## src/rtl/robo_navegador.sv

```systemverilog
// Left-hand wall-following maze controller: samples memo sensors, decides one move,
// offers it over a valid/ready handshake, then waits for refreshed sensors.
module robo_navegador #(
   parameter int MOVE_W    = 10,
   parameter int MAX_MOVES = 1000,
   parameter int STEP_MODE = 0
) (
   input  logic              clock,
   input  logic              reset,
   input  logic              start,
   input  logic              step,
   input  logic              head,
   input  logic              left,
   input  logic              under,
   input  logic              barrier,
   input  logic              sens_valid,
   input  logic              cmd_ready,
   output logic              cmd_valid,
   output logic [2:0]        cmd,
   output logic              busy,
   output logic              done,
   output logic              error,
   output logic [MOVE_W-1:0] move_cnt
);

   typedef enum logic [2:0] {
      S_IDLE, S_DECIDE, S_ISSUE, S_WAIT_SENS, S_DONE, S_ERROR
   } state_t;

   localparam logic [2:0] CMD_NOP      = 3'd0;
   localparam logic [2:0] CMD_AVANCAR  = 3'd1;
   localparam logic [2:0] CMD_GIRA_ESQ = 3'd2;
   localparam logic [2:0] CMD_GIRA_DIR = 3'd3;
   localparam logic [2:0] CMD_REMOVE   = 3'd4;
   localparam logic [MOVE_W-1:0] MOVE_LIMIT = MOVE_W'(MAX_MOVES);

   state_t      state, state_nxt;
   logic [2:0]  dec_cmd;
   logic [2:0]  cmd_q;
   logic [2:0]  turn_cnt;
   logic        turned_left;
   logic        s_head, s_left, s_under, s_barrier;
   logic        step_ok;
   logic        xfer;

   assign step_ok = (STEP_MODE == 0) || step;
   assign xfer    = cmd_valid && cmd_ready;
   assign cmd     = cmd_q;

   always_ff @(posedge clock) begin
      if (reset) state <= S_IDLE;
      else       state <= state_nxt;
   end

   always_comb begin
      state_nxt = state;
      dec_cmd   = CMD_NOP;
      case (state)
         S_IDLE:      if (start) state_nxt = S_DECIDE;
         S_DECIDE: begin
            if (step_ok) begin
               if (s_under) begin
                  state_nxt = S_DONE;
               end else begin
                  if (!s_left && !turned_left) dec_cmd = CMD_GIRA_ESQ;
                  else if (s_barrier)          dec_cmd = CMD_REMOVE;
                  else if (!s_head)            dec_cmd = CMD_AVANCAR;
                  else                         dec_cmd = CMD_GIRA_DIR;
                  state_nxt = S_ISSUE;
                  // Trapped (spun a full circle) or out of moves: stop instead of issuing
                  if (((dec_cmd == CMD_GIRA_ESQ) || (dec_cmd == CMD_GIRA_DIR)) && (turn_cnt == 3'd4))
                     state_nxt = S_ERROR;
                  if ((dec_cmd == CMD_AVANCAR) && (move_cnt == MOVE_LIMIT))
                     state_nxt = S_ERROR;
               end
            end
         end
         S_ISSUE:     if (xfer) state_nxt = S_WAIT_SENS;
         S_WAIT_SENS: if (sens_valid) state_nxt = S_DECIDE;
         S_DONE:      state_nxt = S_DONE;
         S_ERROR:     state_nxt = S_ERROR;
         default:     state_nxt = S_IDLE;
      endcase
   end

   always_comb begin
      cmd_valid = (state == S_ISSUE);
      busy      = (state == S_DECIDE) || (state == S_ISSUE) || (state == S_WAIT_SENS);
      done      = (state == S_DONE);
      error     = (state == S_ERROR);
   end

   always_ff @(posedge clock) begin
      if (reset) begin
         cmd_q       <= CMD_NOP;
         move_cnt    <= '0;
         turn_cnt    <= 3'd0;
         turned_left <= 1'b0;
         s_head      <= 1'b0;
         s_left      <= 1'b0;
         s_under     <= 1'b0;
         s_barrier   <= 1'b0;
      end else begin
         case (state)
            S_IDLE, S_WAIT_SENS: begin
               if ((state == S_IDLE && start) || (state == S_WAIT_SENS && sens_valid)) begin
                  s_head    <= head;
                  s_left    <= left;
                  s_under   <= under;
                  s_barrier <= barrier;
               end
            end
            S_DECIDE: begin
               if (state_nxt == S_ISSUE) begin
                  cmd_q <= dec_cmd;
                  if (dec_cmd == CMD_GIRA_ESQ) turned_left <= 1'b1;
                  if (dec_cmd == CMD_AVANCAR)  turned_left <= 1'b0;
               end
            end
            S_ISSUE: begin
               if (xfer) begin
                  cmd_q <= CMD_NOP;
                  if (cmd_q == CMD_AVANCAR) begin
                     move_cnt <= move_cnt + MOVE_W'(1);
                     turn_cnt <= 3'd0;
                  end else if ((cmd_q == CMD_GIRA_ESQ) || (cmd_q == CMD_GIRA_DIR)) begin
                     turn_cnt <= turn_cnt + 3'd1;
                  end
               end
            end
            default: ;
         endcase
      end
   end

endmodule
```

## config.mk

```make
export PLATFORM = sky130hd
export DESIGN_NAME = robo_navegador
export DESIGN_NICKNAME = d
export VERILOG_FILES = /design/src/rtl/robo_navegador.sv
export SDC_FILE = /design/constraint.sdc
export NUM_CORES = 1
export LEC_CHECK = 0
export ABC_AREA = 0
export CAP_MARGIN = 20
export CORE_MARGIN = 2
export CORE_UTILIZATION = 40
export DETAILED_ROUTE_END_ITERATION = 7
export PLACE_DENSITY_LB_ADDON = 0.12
export SKIP_CTS_REPAIR_TIMING = 1
export SYNTH_ARGS = -nofsm -noshare
export SYNTH_HDL_FRONTEND = slang
export SYNTH_SLANG_ARGS = --single-unit
```

## constraint.sdc

```tcl
create_clock -name clock -period 4.5 [get_ports clock]
set_input_delay 0.45 -clock clock [delete_from_list [all_inputs] [get_ports clock]]
set_output_delay 0.45 -clock clock [all_outputs]
set_load 0.05 [all_outputs]
```

[Word level (Yosys, flattened, before mapping)]
Cells that the tools add are included.
Operators by class
  mux-type cells: 21
  reduce and logical (&&, ||, !) cells: 23
  eq/ne operators: 18
  add/subtract/negate cells: 2
Operators by type and width (number)
  3-bit 2-to-1 mux: 16
  3-bit by 2-bit equality test with 1-bit output (second input constant): 8
  3-bit case mux with 6 select lines: 1
  3-bit by 1-bit equality test with 1-bit output (second input constant): 4
  3-bit AND reduction: 4
  10-bit by 1-bit adder with 10-bit output (second input constant): 1
  10-bit equality test (second input constant): 1
  3-bit equality test (second input constant): 3
  1-bit logical AND: 6
  3-bit case mux with 2 select lines: 1
  2-bit nonzero test: 3
  1-bit logical OR: 5
  2-bit by 1-bit inequality test with 1-bit output (second input constant): 2
  3-bit by 1-bit adder with 3-bit output (second input constant): 1
  3-bit logical NOT: 1
  1-bit logical NOT: 2
  1-bit 2-to-1 mux: 2
  2-bit 2-to-1 mux: 1
  2-bit AND reduction: 1
  2-bit OR reduction: 1
Storage, ports and cells
  bits in registers: 24
  input bits: 10

[Depth between registers and ports, before layout]
  depth after elaboration: 15
  gate-level depth with buffers: 6

[Worst setup path after synthesis]
OpenSTA, ideal clock, no wires.
  path type: register to output
  start: register state[2]
  end: output port cmd_valid
  data required time: 4.050 ns
  buffers on the path: 1
  arrival: 1.667 ns
  path slack: 2.383 ns
  stages on the path, launching flop included: 3
  path through: dfxtp_1 clkbuf_1 nor3b_1
On the way
  cells in the longest elaborated chain, start to end: 1
RTL lines
  start, declared: RTL line 37  | state_t state, state_nxt;
  start signal, assigned: RTL line 52  | else state <= state_nxt;
  3-bit by 2-bit equality test with 1-bit output: RTL line 87  | cmd_valid = (state == S_ISSUE);
  end, declared: RTL line 18  | output logic cmd_valid,
Every way passes these cells.

[Final worst setup path]
  start: register state[2]
  end: output port error
On the way
  cells in the longest elaborated chain, start to end: 1
RTL lines
  3-bit equality test: RTL line 90  | error = (state == S_ERROR);
  end, declared: RTL line 22  | output logic error,
Every way passes these cells.

==> flow_summary.rst <==
.. list-table::
   :header-rows: 1

   * - Metric
     - Value
   * - DRC violations left
     - 0
   * - Ratio of routed vias to standard cells
     - 5.36
   * - Sum of routed wire segments on met1
     - 1250 um
   * - Count of endpoints failing hold in the final timing report
     - 0
   * - Min-Delay Endpoint
     - turn_cnt[0]
   * - Met2 wire len
     - 1310 um
   * - Routed wire per std cell
     - 12.7 um
   * - Number of antenna-violating nets in the routed design
     - 0
   * - Largest net degree at the start of global routing
     - 27
   * - Worst-Skew Late Latency
     - 310 ps
   * - Via count of the first global-routing pass
     - 1015
   * - ANT cells
     - 0
   * - Result of the run
     - finished clean
   * - Required time worst endpoint
     - 4050 ps
   * - Most common flop cell mapped by yosys
     - sky130_fd_sc_hd__dfxtp_1
   * - Proportion of register bits with asynchronous set or reset after synthesis
     - 0%
   * - YS warnings
     - 0
   * - Die footprint
     - 0.00368 mm2
   * - Share of layout cells above drive strength 1
     - 5.99%
   * - Final estimated routing congestion in global placement
     - 0.695
   * - Syn avg cell area
     - 8.74 um2
   * - Final total negative setup slack
     - 0 ps
   * - Clk sinks
     - 24
   * - Highest routed metal layer
     - met4
   * - Global-route wire length before repair
     - 4300 um
   * - Clock-pin slew on the worst setup and hold paths
     - 130 ps
   * - RR Startpoint
     - state[2]
   * - Root Driver
     - sky130_fd_sc_hd__clkbuf_4
   * - Critical Path Source Type
     - flop
   * - Post-DP HPWL
     - 1940 um
   * - Areal power density over the cells
     - 258 mW/mm2
   * - Maximum buffer depth of the clock tree
     - 2
   * - Cell depth of the worst hold path
     - 2
   * - Setup Viol. Count Final
     - 0
   * - Initial antenna violation count
     - 0
   * - Endpoint of the worst-slack reg-to-reg timing path
     - move_cnt[1]
   * - Count of boundary I/O pins
     - 27
   * - Critical path class
     - flop to output pin
   * - Seq/Total Area, Yosys
     - 37.4%
   * - Overflow left after global routing
     - 0
   * - Slew Limit Headroom
     - 36.2%
   * - Launch point of the worst hold path
     - turn_cnt[0]
   * - EDFF count, synth
     - 0
   * - Flip-flop and latch count after synthesis
     - 24
   * - Arr. time, crit path
     - 1910 ps
   * - Core box area
     - 0.00305 mm2
   * - Netlist cell types
     - 46
   * - Pins over their slew limit
     - 0
   * - Worst clock skew
     - 2.59 ps
   * - Layout overhead on the synthesized area
     - 21.3%
   * - Min Clock Period, post-route
     - 2360 ps
   * - Number of placement rows
     - 20
   * - Critical path endpoint category
     - output pin
   * - Post-route clock period utilization
     - 52.5%
   * - Max Fanout on Critical Path
     - 13
   * - Height of the die
     - 60.7 um
   * - Standby leakage power
     - 0.000497 uW
   * - Number of max-cap violations
     - 0
   * - Clock tree from TritonCTS
     - done
   * - Initial DRT Pass Iterations
     - 4
   * - Total routed wirelength
     - 2680 um
   * - Type of the most critical hold path
     - flop to flop
   * - Count of buffers inserted at the top-level ports
     - 25
   * - Inserted Clock Buffers
     - 3
   * - Via count of the routed design
     - 1131
   * - Worst-Margin Slew
     - 953 ps
   * - Post-synthesis instance area
     - 0.00128 mm2
   * - Maximum operating frequency
     - 423 MHz
   * - Cell depth of the worst flop-to-flop path
     - 4
   * - Worst-case vdd ir drop
     - 0.120 mV
   * - Die Span X
     - 60.7 um
   * - RSZ-0062 raised after global routing
     - no
   * - DRT iter0 DRCs
     - 55
   * - Post-placement worst setup slack
     - 1980 ps
   * - Syn nets
     - 161
   * - Number of nets in the finished design
     - 183
   * - H-tree lvl count
     - 1
   * - Routed met3 length
     - 75 um
   * - Total track usage
     - 15.6%
   * - Origin of the worst setup path
     - state[2]
   * - Synthesized netlist cell count
     - 147
   * - Starting density of the core
     - 42.1%
   * - Worst-case setup margin in the final layout
     - 2140 ps
   * - R2R setup slack
     - 2460 ps
registers in the layout (all words and copies together), names as in the netlist:
signal       count
turned_left      1
state            3
s_under          1
move_cnt        10
s_left           1
s_barrier        1
cmd              3
s_head           1
turn_cnt         3
placed cells by master (no fill, tap or decap), types with 3 or more instances in the layout:
| cell | count |
|---|---|
| sky130_fd_sc_hd__mux2i_1 | 5 |
| sky130_fd_sc_hd__nor4_1 | 8 |
| sky130_fd_sc_hd__nand3_1 | 3 |
| sky130_fd_sc_hd__ha_1 | 4 |
| sky130_fd_sc_hd__dfxtp_1 | 24 |
| sky130_fd_sc_hd__nor3_1 | 6 |
| sky130_fd_sc_hd__xnor2_1 | 9 |
| sky130_fd_sc_hd__a21oi_1 | 4 |
| sky130_fd_sc_hd__inv_1 | 6 |
| sky130_fd_sc_hd__o21ai_0 | 3 |
| sky130_fd_sc_hd__nand2_1 | 8 |
| sky130_fd_sc_hd__clkdlybuf4s50_1 | 25 |
| sky130_fd_sc_hd__clkbuf_4 | 3 |
| sky130_fd_sc_hd__nand4_1 | 3 |
| sky130_fd_sc_hd__nand3b_1 | 3 |
| sky130_fd_sc_hd__nor2_1 | 23 |
Yosys cell counts (2+ instances only):
cell,count,area (um2)
sky130_fd_sc_hd__nand2_1,8,30.0
sky130_fd_sc_hd__nor4_1,8,50.1
sky130_fd_sc_hd__nor3_1,6,30.0
sky130_fd_sc_hd__nand4_1,3,18.8
sky130_fd_sc_hd__xnor2_1,9,78.8
sky130_fd_sc_hd__nand3b_1,3,22.5
sky130_fd_sc_hd__nand2b_1,2,12.5
sky130_fd_sc_hd__nor2b_1,2,12.5
sky130_fd_sc_hd__buf_4,3,22.5
sky130_fd_sc_hd__a21oi_1,4,20.0
sky130_fd_sc_hd__dfxtp_1,24,480
sky130_fd_sc_hd__clkbuf_1,3,11.3
sky130_fd_sc_hd__nor2_1,23,86.3
sky130_fd_sc_hd__mux2i_1,5,50.1
sky130_fd_sc_hd__inv_1,6,22.5
sky130_fd_sc_hd__nand3_1,3,15.0
sky130_fd_sc_hd__o21ai_0,3,15.0
sky130_fd_sc_hd__ha_1,4,50.1
layer usage:
layer | global-route usage (%) | vias to the layer above
li1 | - | 574
met1 | 18.9 | 536
met2 | 26.7 | 16
met3 | 3.20 | 5
met5 | 0 | -
met4 | 6.52 | 0
cells by family after synthesis:
logic type      synth area share [%]
compound gates                  10.5
flops                           37.4
fa+ha+maj                       3.89
simple gates                    31.4
xor+xnor                        6.13
mux                             4.77
buf+inv                         5.94
how the worst max path moves through the flow:
| stage | endpoint | slack [ps] |
|---|---|---|
| 6_report | error | 2140 |
| 5_1_grt | cmd_valid | 2010 |
| 4_1_cts | cmd_valid | 2130 |
| 3_5_place_dp | move_cnt[1] | 1980 |
| 3_3_place_gp | move_cnt[1] | 1990 |
| 2_1_floorplan | cmd_valid | 2380 |
area by class of cell:
class / count / area [um2]
Clock buffer: 3 / 22.5
Sequential cell: 24 / 480
Fill cell: 320 / 1490
Inverter: 6 / 22.5
Timing Repair Buffer: 25 / 250
Multi-Input combinational cell: 109 / 728
Tap cell: 44 / 55.1
where the power goes:
| part | switching, uW | internal [uW] | total [uW] |
|---|---|---|---|
| clock network | 62.8 | 31.3 | 94.1 |
| registers | 13.1 | 220 | 234 |
| logic | 42.2 | 32.4 | 74.6 |
| total | 118 | 284 | 402 |
per-stage QoR:
stage,power (uW),util [%],instance area [um2],instances,hold WS [ps]
global placement,311,50.3,1540,208,458
floorplan,293,-,1280,147,449
global route,423,51.1,1560,211,538
detailed placement,313,50.3,1540,208,485
finish,402,51.1,1560,211,501
CTS,409,51.1,1560,211,503
worst max-delay path, cell delays in order, from the launching register on:
cell	delay [ps]
sky130_fd_sc_hd__dfxtp_1	550
sky130_fd_sc_hd__and3b_1	240
sky130_fd_sc_hd__clkdlybuf4s50_1	810
Power figures use the tool's default switching activity.
